$ cat src/rtl/pi_pkg.sv
// Shared definitions for the PI control loop: state encoding and default data widths.
package pi_pkg;

  localparam int DEFAULT_INPUT_WIDTH  = 18;
  localparam int DEFAULT_OUTPUT_WIDTH = 32;

  typedef enum logic [1:0] {
    ST_IDLE = 2'd0,
    ST_WAIT = 2'd1,
    ST_RUN  = 2'd2,
    ST_OUT  = 2'd3
  } pi_state_e;

endpackage

$ cat src/rtl/pi_sat_clamp.sv
// Signed symmetric clamp of a W-bit value to [-limit, +limit]; limit is unsigned and
// anything at or above 2^(W-1) is treated as the largest positive W-bit value.
module pi_sat_clamp #(
  parameter int W = 32
) (
  input  logic [W-1:0] value,
  input  logic [W-1:0] limit,
  output logic [W-1:0] result
);

  localparam logic [W-1:0] MAX_POS = {1'b0, {(W-1){1'b1}}};

  logic [W-1:0]        lim_eff;
  logic signed [W:0]   value_ext;
  logic signed [W:0]   pos_bound;
  logic signed [W:0]   neg_bound;

  // Bounds live in W+1 bits so that negating the limit can never overflow.
  always_comb begin
    lim_eff   = limit[W-1] ? MAX_POS : limit;
    value_ext = $signed({value[W-1], value});
    pos_bound = $signed({1'b0, lim_eff});
    neg_bound = -pos_bound;
    if (value_ext > pos_bound) begin
      result = lim_eff;
    end else if (value_ext < neg_bound) begin
      result = neg_bound[W-1:0];
    end else begin
      result = value;
    end
  end

endmodule

$ cat src/rtl/pi_loop_sequencer.sv
// Sequences one PI loop iteration per ADC sample: holds pipeline inputs, waits out the
// pipeline latency, captures the clamped integral and PI result, hands the result to the DAC.
module pi_loop_sequencer
  import pi_pkg::*;
#(
  parameter int INPUT_WIDTH   = DEFAULT_INPUT_WIDTH,
  parameter int OUTPUT_WIDTH  = DEFAULT_OUTPUT_WIDTH,
  parameter int PIPE_LATENCY  = 5,
  parameter int OVERRUN_WIDTH = 16
) (
  input  logic                     clk,
  input  logic                     rst,
  input  logic                     enable,
  input  logic                     integral_clear,
  input  logic [INPUT_WIDTH-1:0]   setpoint,
  input  logic [OUTPUT_WIDTH-1:0]  integral_limit,
  input  logic [INPUT_WIDTH-1:0]   adc_data,
  input  logic                     adc_valid,
  output logic [INPUT_WIDTH-1:0]   pipe_setpoint,
  output logic [INPUT_WIDTH-1:0]   pipe_actual,
  output logic [OUTPUT_WIDTH-1:0]  pipe_integral_input,
  input  logic [OUTPUT_WIDTH-1:0]  pipe_integral_result,
  input  logic [OUTPUT_WIDTH-1:0]  pipe_pi_result,
  output logic [OUTPUT_WIDTH-1:0]  dac_data,
  output logic                     dac_valid,
  input  logic                     dac_ready,
  output logic                     busy,
  output logic [OVERRUN_WIDTH-1:0] overrun_count,
  output pi_state_e                state_dbg
);

  // DAC handshake: dac_data is offered while dac_valid is high and is held unchanged
  // until the cycle dac_ready is also high; that cycle is the transfer and dac_valid drops after it.

  localparam int CW = $clog2(PIPE_LATENCY) + 1;
  localparam logic [CW-1:0] CAPTURE_AT = CW'(PIPE_LATENCY - 1);
  localparam logic [OVERRUN_WIDTH-1:0] OVERRUN_MAX = '1;

  pi_state_e               state_q, state_d;
  logic [CW-1:0]           count_q;
  logic [OUTPUT_WIDTH-1:0] integral_q;
  logic [OUTPUT_WIDTH-1:0] integral_clamped;
  logic                    accept;
  logic                    capture;
  logic                    drop;

  pi_sat_clamp #(.W(OUTPUT_WIDTH)) u_clamp (
    .value  (pipe_integral_result),
    .limit  (integral_limit),
    .result (integral_clamped)
  );

  always_comb begin
    state_d = state_q;
    accept  = 1'b0;
    capture = 1'b0;
    case (state_q)
      ST_IDLE: begin
        if (enable) state_d = ST_WAIT;
      end
      ST_WAIT: begin
        if (!enable) begin
          state_d = ST_IDLE;
        end else if (adc_valid) begin
          accept  = 1'b1;
          state_d = ST_RUN;
        end
      end
      ST_RUN: begin
        // Losing enable mid-flight abandons the iteration without touching the integral.
        if (!enable) begin
          state_d = ST_IDLE;
        end else if (count_q == CAPTURE_AT) begin
          capture = 1'b1;
          state_d = ST_OUT;
        end
      end
      ST_OUT: begin
        if (dac_ready) state_d = enable ? ST_WAIT : ST_IDLE;
      end
      default: state_d = ST_IDLE;
    endcase
  end

  assign drop = adc_valid && ((state_q == ST_RUN) || (state_q == ST_OUT));

  always_ff @(posedge clk) begin
    if (rst) begin
      state_q       <= ST_IDLE;
      count_q       <= '0;
      pipe_setpoint <= '0;
      pipe_actual   <= '0;
      integral_q    <= '0;
      dac_data      <= '0;
      overrun_count <= '0;
    end else begin
      state_q <= state_d;
      if (accept) begin
        pipe_actual   <= adc_data;
        pipe_setpoint <= setpoint;
        count_q       <= '0;
      end else if (state_q == ST_RUN) begin
        count_q <= count_q + CW'(1);
      end
      if (capture) dac_data <= pipe_pi_result;
      // Clear beats a coincident capture.
      if (integral_clear) begin
        integral_q <= '0;
      end else if (capture) begin
        integral_q <= integral_clamped;
      end
      if (drop && (overrun_count != OVERRUN_MAX)) begin
        overrun_count <= overrun_count + OVERRUN_WIDTH'(1);
      end
    end
  end

  assign pipe_integral_input = integral_q;
  assign dac_valid           = (state_q == ST_OUT);
  assign busy                = (state_q == ST_RUN) || (state_q == ST_OUT);
  assign state_dbg           = state_q;

endmodule

$ cat config.mk
export PLATFORM = sky130hd
export DESIGN_NAME = pi_loop_sequencer
export DESIGN_NICKNAME = d
export VERILOG_FILES = /design/src/rtl/pi_pkg.sv /design/src/rtl/pi_sat_clamp.sv /design/src/rtl/pi_loop_sequencer.sv
export SDC_FILE = /design/constraint.sdc
export NUM_CORES = 1
export LEC_CHECK = 0
export ABC_AREA = 0
export BUFFER_PORTS_ARGS = -buffer_cell sky130_fd_sc_hd__buf_2
export CAP_MARGIN = 5
export CORE_MARGIN = 4
export CORE_UTILIZATION = 40
export DETAILED_ROUTE_END_ITERATION = 6
export MAX_ROUTING_LAYER = met4
export PLACE_DENSITY = 0.66
export SKIP_CTS_REPAIR_TIMING = 1
export SYNTH_ARGS = -nofsm -noshare
export SYNTH_HDL_FRONTEND = slang
export SYNTH_SLANG_ARGS = --single-unit
$ cat constraint.sdc
create_clock -name clk -period 7.1 [get_ports clk]
set_input_delay 1.42 -clock clk [delete_from_list [all_inputs] [get_ports clk]]
set_output_delay 1.42 -clock clk [all_outputs]
set_load 0.02 [all_outputs]
==> metrics.md, run 1 <==
| Metric | Value |
|---|---|
| Pwr Density | `a little under 200 nW/um2` |
| Worst vdd ir | `about 170 uV` |
| Top Ports | `about 260` |
| DP Area | `slightly below 9000 um2` |
| Nature of the critical path endpoint | `flip-flop` |
| Yosys Warn Count | `0` |
| Most used DFF post-synth | `dfxtp_1` |
| Largest net degree at the start of global routing | `93` |
| Hold_sp | `dac_data[28]` |
| Commonest non-fill, non-tap cells in the layout | `buf_2 (257), nand2_1 (172), dfxtp_1 (122), a21oi_1 (106), nor2_1 (78)` |
| Drt total wl | `24200 um` |
| Cell internal pwr | `around 1.4 mW` |
| N_diodes | `0` |
| CP Cell Sequence | `buf_2, or4_4, or4b_1, or4b_4, nor3_2, nand4_1, xor2_1, ha_1, nand4_1, nor4bb_1, nand4_1, o311ai_0, a21oi_1, xnor2_2, buf_12, mux2_2, o2bb2ai_1` |
| Fillers | `1784` |
| CTS tree | `yes` |
| Vias | `7651` |
| Mapped Cells | `926` |
| Register area share after synthesis | `approximately 33%` |
| Die W | `~140 um` |
| Final Max Slew Viols | `0` |
| Clk_lat worst skew | `0.42 ns` |
| Row cnt | `49` |
| EDFF count, synth | `0` |
| Slew HR | `32.8%` |
| Clock transition at path regs | `~0.070 ns` |
| Cts bufs inserted | `17` |
| Number of global-route vias before repair | `between 6000 and 7000` |
| Clock Path Buffers | `2` |
| Static Leak | `4.22 nW` |
| Root Buffer | `clkbuf_16` |
| Height of the die | `~140 um` |
| Combinational Power Share | `a little over an eighth` |
| Count of final hold-check violations | `0` |
| Sw Ratio | `a little over a quarter` |
| Worst Setup SP | `integral_limit[31]` |
| Seq pwr share | `a little under two fifths` |
| Share of Yosys cell area claimed by the top area cell type | `33.5%` |
| Most common cell after layout, fill and taps aside | `buf_2` |
| GRT Total Usage | `23.5%` |
| Most used cell, CP | `nand4_1` |
| H-tree levels | `4` |
| Psw | `511 uW` |
| Crit-path slowest cell | `or4_4` |
| Routability cong. | `about 1` |
| Post-synth top area cell | `dfxtp_1` |
| Synthesis-to-finish area growth | `29.1%` |
| Port Buf Inserts | `257` |
| Gr ovfl total | `0` |
| Register bit total from synthesis | `approximately 120` |
| Max Cap Violations | `0` |
| CORE AREA | `18000 um2` |
| Final instance area | `~9400 um2` |
| Clock power share | `around 50%` |
| Post-Syn Nets | `1131` |
| DRC Markers | `0` |
| Period utilization | `a little over 80%` |
| DRT Pass-1 Iters | `7` |
| Avg Cell Area, Syn | `approximately 7.9 um2` |
| Routed WL per cell | `17.3 um` |
| Initial drt markers | `between 500 and 600` |
| RSZ-0062 raised after global routing | `no` |
| Final net count | `approximately 1400` |
| Detail-routed via count per cell | `5.45` |
| DPL Wire Length | `18000 um` |
| Fin Setup TNS | `0 ns` |
| Worst setup SP type | `primary input` |
| CP arrival | `6.23 ns` |
| Actual slew at the worst max-slew pin | `around 1 ns` |
| # setup viols final | `0` |
| Hold Path Class | `flip-flop to flip-flop` |
| Layout cells sized above 1 | `27.3%` |
| Final Critical Period | `5.90 ns` |
| Required @ worst endpoint | `approximately 7.4 ns` |
| DRT antenna net count | `0` |
| Type of the worst setup path | `primary input to flip-flop` |
| Initial antenna violation count | `0` |
| Clk_skew | `0.00881 ns` |
| Initial Util | `about 40%` |
| Critical path peak fanout | `between 40 and 50` |
| Die ar. | `approximately 20000 um2` |
| Synth cell types | `between 50 and 60` |
| Slowest stage delay, CP | `roughly 0.60 ns` |
| Status | `complete, no violations` |
| Fmax | `about 0.17 GHz` |
| Post-Synthesis Cell Area | `7290 um2` |
| Share of synthesized registers carrying an async set or reset | `0%` |
| Crit Reg-Reg Startpoint | `state_dbg[1]` |
| Clock Sinks | `approximately 120` |
| First-pass GRT wire length | `~37000 um` |
| Synth area leaders | `dfxtp_1 (33%), ha_1 (11%), nand2_1 (8.9%)` |
==> power by group through the flow <==
stage	clock [mW]	combinational [mW]	sequential, mW
floorplan	0	0.136	0.709
global placement	0	0.238	0.705
detailed placement	0	0.238	0.705
CTS	0.957	0.239	0.690
global route	0.983	0.267	0.690
finish	0.934	0.242	0.690
==> critical path: cells and delay by family <==
family                     cells  cell delay, ns
muxes                          1            0.37
adders and majority gates      1            0.31
and+or+nand+nor                8            2.80
buffers and inverters          2            0.56
AOI/OAI and AO/OA              3            0.33
xor gates and xnor gates       2            0.41
==> worst paths after layout <==
kind                             end  slack (ns)  depth (start not counted)
max          pipe_integral_input[11]        1.20                         17
max reg2reg  pipe_integral_input[10]        3.70                          7
min                     dac_data[28]        0.45                          2
min reg2reg             dac_data[28]        0.45                          2
==> cell usage after synthesis (4+ instances only) <==
cell type  instances
nor4_1            16
nor2b_1            5
clkbuf_1          48
a221o_1            7
nand4_1           21
or2_2              7
or3_1              6
o22ai_1            4
nor3_1            23
ha_1              67
buf_1              4
and4_1             6
nand2_1          172
nor2_1            78
inv_1             16
a21o_1             6
dfxtp_1          122
xnor2_1           17
and2_1            16
o211ai_1           5
a21oi_1          106
a31oi_1            5
nand3_1           16
and3_1             6
o21ai_0           30
o32ai_1           12
mux2i_1           16
a2bb2oi_1         15
a221oi_1           6
xor2_1            26
==> area by class of cell <==
cell class	instances	area (um2)	area share, %
Timing Repair Buffer	268	1380	14.7
Clock inverter	15	206	2.19
Tap cell	229	287	3.04
Multi-Input combinational cell	736	4610	49.0
Sequential cell	122	2440	25.9
Inverter	16	60.1	0.638
Clock buffer	17	425	4.52
==> stage by stage <==
step / worst slack, ns / cells / util, % / power (mW) / hold WS [ns]
after floorplan: 0.445 / 926 / - / 0.846 / 0.520
after global placement: 0.876 / 1371 / 48.9 / 0.943 / 0.438
after detailed placement: 0.789 / 1371 / 48.9 / 0.943 / 0.443
after CTS: 1.24 / 1403 / 52.4 / 1.89 / 0.452
after global routing: 0.783 / 1403 / 52.4 / 1.94 / 0.466
final: 1.20 / 1403 / 52.4 / 1.87 / 0.450
==> state kept, by name, summed over array words and instances (netlist names) <==
| name | flops |
|---|---|
| pipe_integral_input | 32 |
| pipe_actual | 18 |
| dac_data | 32 |
| pipe_setpoint | 18 |
| overrun_count | 16 |
| state_dbg | 2 |
| count_q | 4 |
==> metal layers <==
layer / track usage [%] / wire (um) / vias to the layer above
met4: 7.70 / 586 / 0
met5: - / 0 / -
met3: 6.16 / 2060 / 46
met2: 34.8 / 10900 / 310
met1: 31.1 / 10700 / 3507
li1: - / - / 3788
==> logic make-up (layout without fill, tap and decap cells) <==
family / count (synthesis) / in the layout / share of synthesized area, %
flip-flops: 122 / 122 / 33.5
adder cells (fa/ha/maj): 67 / 67 / 11.5
XOR/XNOR: 43 / 43 / 5.16
multiplexers: 19 / 19 / 2.66
AND/OR/NAND/NOR: 395 / 395 / 25.6
AO/OA/AOI/OAI: 212 / 212 / 18.0
buffers and inverters: 68 / 316 / 3.50
(Power assumes the default switching activity.)
==> run 2, diff against run 1 <==
--- a/config.mk
+++ b/config.mk
@@ -12,7 +12,7 @@
 export CORE_UTILIZATION = 40
 export DETAILED_ROUTE_END_ITERATION = 6
 export MAX_ROUTING_LAYER = met4
-export PLACE_DENSITY = 0.66
+export PLACE_DENSITY = 0.69
 export SKIP_CTS_REPAIR_TIMING = 1
 export SYNTH_ARGS = -nofsm -noshare
 export SYNTH_HDL_FRONTEND = slang
==> constraint.sdc (replaced) <==
create_clock -name clk -period 5.3 [get_ports clk]
set_input_delay 1.06 -clock clk [delete_from_list [all_inputs] [get_ports clk]]
set_output_delay 1.06 -clock clk [all_outputs]
set_load 0.02 [all_outputs]
==> metrics.md, run 2 (synthesis gave the netlist of run 1 again) <==
| Metric | Value |
|---|---|
| Clock Path Buffers | `2 (unchanged)` |
| Routability cong. | `0.928 (was 1.02)` |
| Clk_lat worst skew | `0.41 ns (was 0.42 ns)` |
| Hold Path End | `pipe_actual[3] (was dac_data[28])` |
| Drt total wl | `24300 um (was 24200 um)` |
| Vias | `7740 (was 7651)` |
| Met3 usage | `5.63% (was 6.16%)` |
| Critical path peak fanout | `31 (was 48)` |
| Multi-input gate area | `4730 um2 (was 4610 um2)` |
| Crit-path slowest cell | `or4_4 (unchanged)` |
| Crit Reg-Reg Startpoint | `state_dbg[1] (unchanged)` |
| Nature of the critical path endpoint | `flip-flop (unchanged)` |
| Fin Setup TNS | `0 ns (unchanged)` |
| Status | `complete, no violations (unchanged)` |
| H-tree levels | `4 (unchanged)` |
| Number of global-route vias before repair | `7495 (was 6988)` |
| First-pass GRT wire length | `38000 um (was 37200 um)` |
| Required @ worst endpoint | `5.64 ns (was 7.43 ns)` |
| Slowest stage delay, CP | `0.53 ns (was 0.60 ns)` |
| Initial antenna violation count | `3 (was 0)` |
| Layout cells sized above 1 | `31.0% (was 27.3%)` |
| CP arrival | `5.53 ns (was 6.23 ns)` |
| FF/Latch Area | `2440 um2 (unchanged)` |
| Met1 usage in global routing | `30.4% (was 31.1%)` |
| CORE AREA | `18000 um2 (unchanged)` |
| Port Buf Inserts | `257 (unchanged)` |
| DRT Pass-1 Iters | `5 (was 7)` |
| Static Leak | `4.49 nW (was 4.22 nW)` |
| Final Max Slew Viols | `0 (unchanged)` |
| R2R Setup Slk | `2.14 ns (was 3.70 ns)` |
| Reg2reg end | `pipe_integral_input[29] (was pipe_integral_input[10])` |
| Initial drt markers | `454 (was 567)` |
| GRT met2 Usage | `37.2% (was 34.8%)` |
| Gr ovfl total | `0 (unchanged)` |
| CTS tree | `yes (unchanged)` |
| Final net count | `1412 (was 1366)` |
| Pwr Density | `247 nW/um2 (was 198 nW/um2)` |
| Worst vdd ir | `222 uV (was 165 uV)` |
| Actual slew at the worst max-slew pin | `1.02 ns (was 1.00 ns)` |
| Clock Sinks | `122 (unchanged)` |
| Max Cap Violations | `0 (unchanged)` |
| Slew HR | `31.6% (was 32.8%)` |
| Hold path depth | `2 (unchanged)` |
| Worst r2r path cells | `7 (unchanged)` |
| Worst slack, placed | `-0.354 ns (was 0.789 ns)` |
| Height of the die | `143 um (unchanged)` |
| Clk_skew | `0.00779 ns (was 0.00881 ns)` |
| Detail-routed via count per cell | `5.33 (was 5.45)` |
| Clock transition at path regs | `0.06 ns (was 0.07 ns)` |
| DRT antenna net count | `0 (unchanged)` |
| Root Buffer | `clkbuf_16 (unchanged)` |
| Commonest non-fill, non-tap cells in the layout | `buf_2 (257), nand2_1 (172), dfxtp_1 (122), a21oi_1 (106), nor2_1 (75) (was buf_2 (257), nand2_1 (172), dfxtp_1 (122), a21oi_1 (106), nor2_1 (78))` |
| # setup viols final | `0 (unchanged)` |
| Routed WL per cell | `16.7 um (was 17.3 um)` |
| Initial Util | `40.6% (unchanged)` |
| Largest net degree at the start of global routing | `92 (was 93)` |
| Row cnt | `49 (unchanged)` |
| Synthesis-to-finish area growth | `34.9% (was 29.1%)` |
| Cts bufs inserted | `17 (unchanged)` |
| DRC Markers | `0 (unchanged)` |
| Slack of the critical path | `0.111 ns (was 1.20 ns)` |
| Die W | `143 um (unchanged)` |
| Die ar. | `20500 um2 (unchanged)` |
| Fillers | `1738 (was 1784)` |
| Period utilization | `a little over nine tenths` |
| Overall power | `2.43 mW (was 1.87 mW)` |
| Final Critical Period | `approximately 5.2 ns` |
| Top Ports | `258 (unchanged)` |
| CP Cell Sequence | `buf_2, or4_4, or4b_1, or4b_4, or3_4, nor2_2, xnor2_1, ha_1, and4_1, nor4bb_4, buf_4, buf_4, a21oi_1, xnor2_2, buf_4, buf_12, mux2_4, o2bb2ai_1 (was buf_2, or4_4, or4b_1, or4b_4, nor3_2, nand4_1, xor2_1, ha_1, nand4_1, nor4bb_1, nand4_1, o311ai_0, a21oi_1, xnor2_2, buf_12, mux2_2, o2bb2ai_1)` |
| Count of final hold-check violations | `0 (unchanged)` |
| Most common cell after layout, fill and taps aside | `buf_2 (unchanged)` |
| Hold_sp | `pipe_actual[3] (was dac_data[28])` |
| Worst setup SP type | `primary input (unchanged)` |
| Type of the worst setup path | `primary input to flip-flop (unchanged)` |
| Fmax | `between 0.15 and 0.2 GHz` |
| Most used cell, CP | `buf_4 (was nand4_1)` |
| GRT Total Usage | `23.8% (was 23.5%)` |
| Hold Path Class | `flip-flop to flip-flop (unchanged)` |
| Gr busiest metal | `met2 (unchanged)` |
| DPL Wire Length | `18000 um (about the same)` |
==> run 2: cell types whose count changed in the layout (fill, tap and decap cells not counted), sizes merged <==
cell      change
buf          +46
bufinv        -1
clkbuf        +1
clkinv        +3
clkinvlp      +1
diode         +3
inv           -5
==> run 2: area by class of cell <==
type / count / area share, %
sequential: 122 / 24.8
clock inverter: 13 / 1.45
antenna: 3 / 0.0763
inverter: 16 / 0.610
timing repair buffer: 314 / 17.6
clock buffer: 18 / 4.46
multi-input combinational: 736 / 48.0
tap: 229 / 2.91
==> run 2: through the flow <==
stage	utilization [%]	hold WS, ns	instance area [um2]	std cells
global route	54.8	0.468	9840	1451
finish	54.8	0.450	9840	1451
floorplan	-	0.520	7440	926
detailed placement	51.1	0.443	9180	1415
CTS	54.3	0.451	9760	1446
global placement	51.1	0.438	9180	1415
==> run 2: report_power, final <==
part	switching, mW	leakage [nW]	internal (mW)
registers	0.00333	0.983	0.922
clock network	0.453	0.283	0.706
logic	0.197	3.23	0.152
total	0.654	4.49	1.78
==> run 2: metal layers <==
layer	wire [um]	vias to the layer above
met4	503	0
met1	10400	3549
met2	11600	275
met3	1820	39
li1	-	3877
met5	0	-
==> run 2: worst max path at each step <==
stage | endpoint | depth (start not counted) | from
2_1_floorplan | pipe_integral_input[26] | 25 | integral_limit[31]
3_3_place_gp | pipe_integral_input[3] | 17 | integral_limit[31]
3_5_place_dp | pipe_integral_input[3] | 17 | integral_limit[31]
4_1_cts | pipe_integral_input[3] | 17 | integral_limit[31]
5_1_grt | pipe_integral_input[9] | 21 | integral_limit[31]
6_report | pipe_integral_input[11] | 18 | integral_limit[31]
==> run 2: critical path, delay by kind of cell <==
kind                       cells  cell delay, ns
buffers and inverters          5            0.72
muxes                          1            0.31
adders and majority gates      1            0.30
and+or+nand+nor                7            2.51
AOI/OAI and AO/OA              2            0.32
xor gates and xnor gates       2            0.30
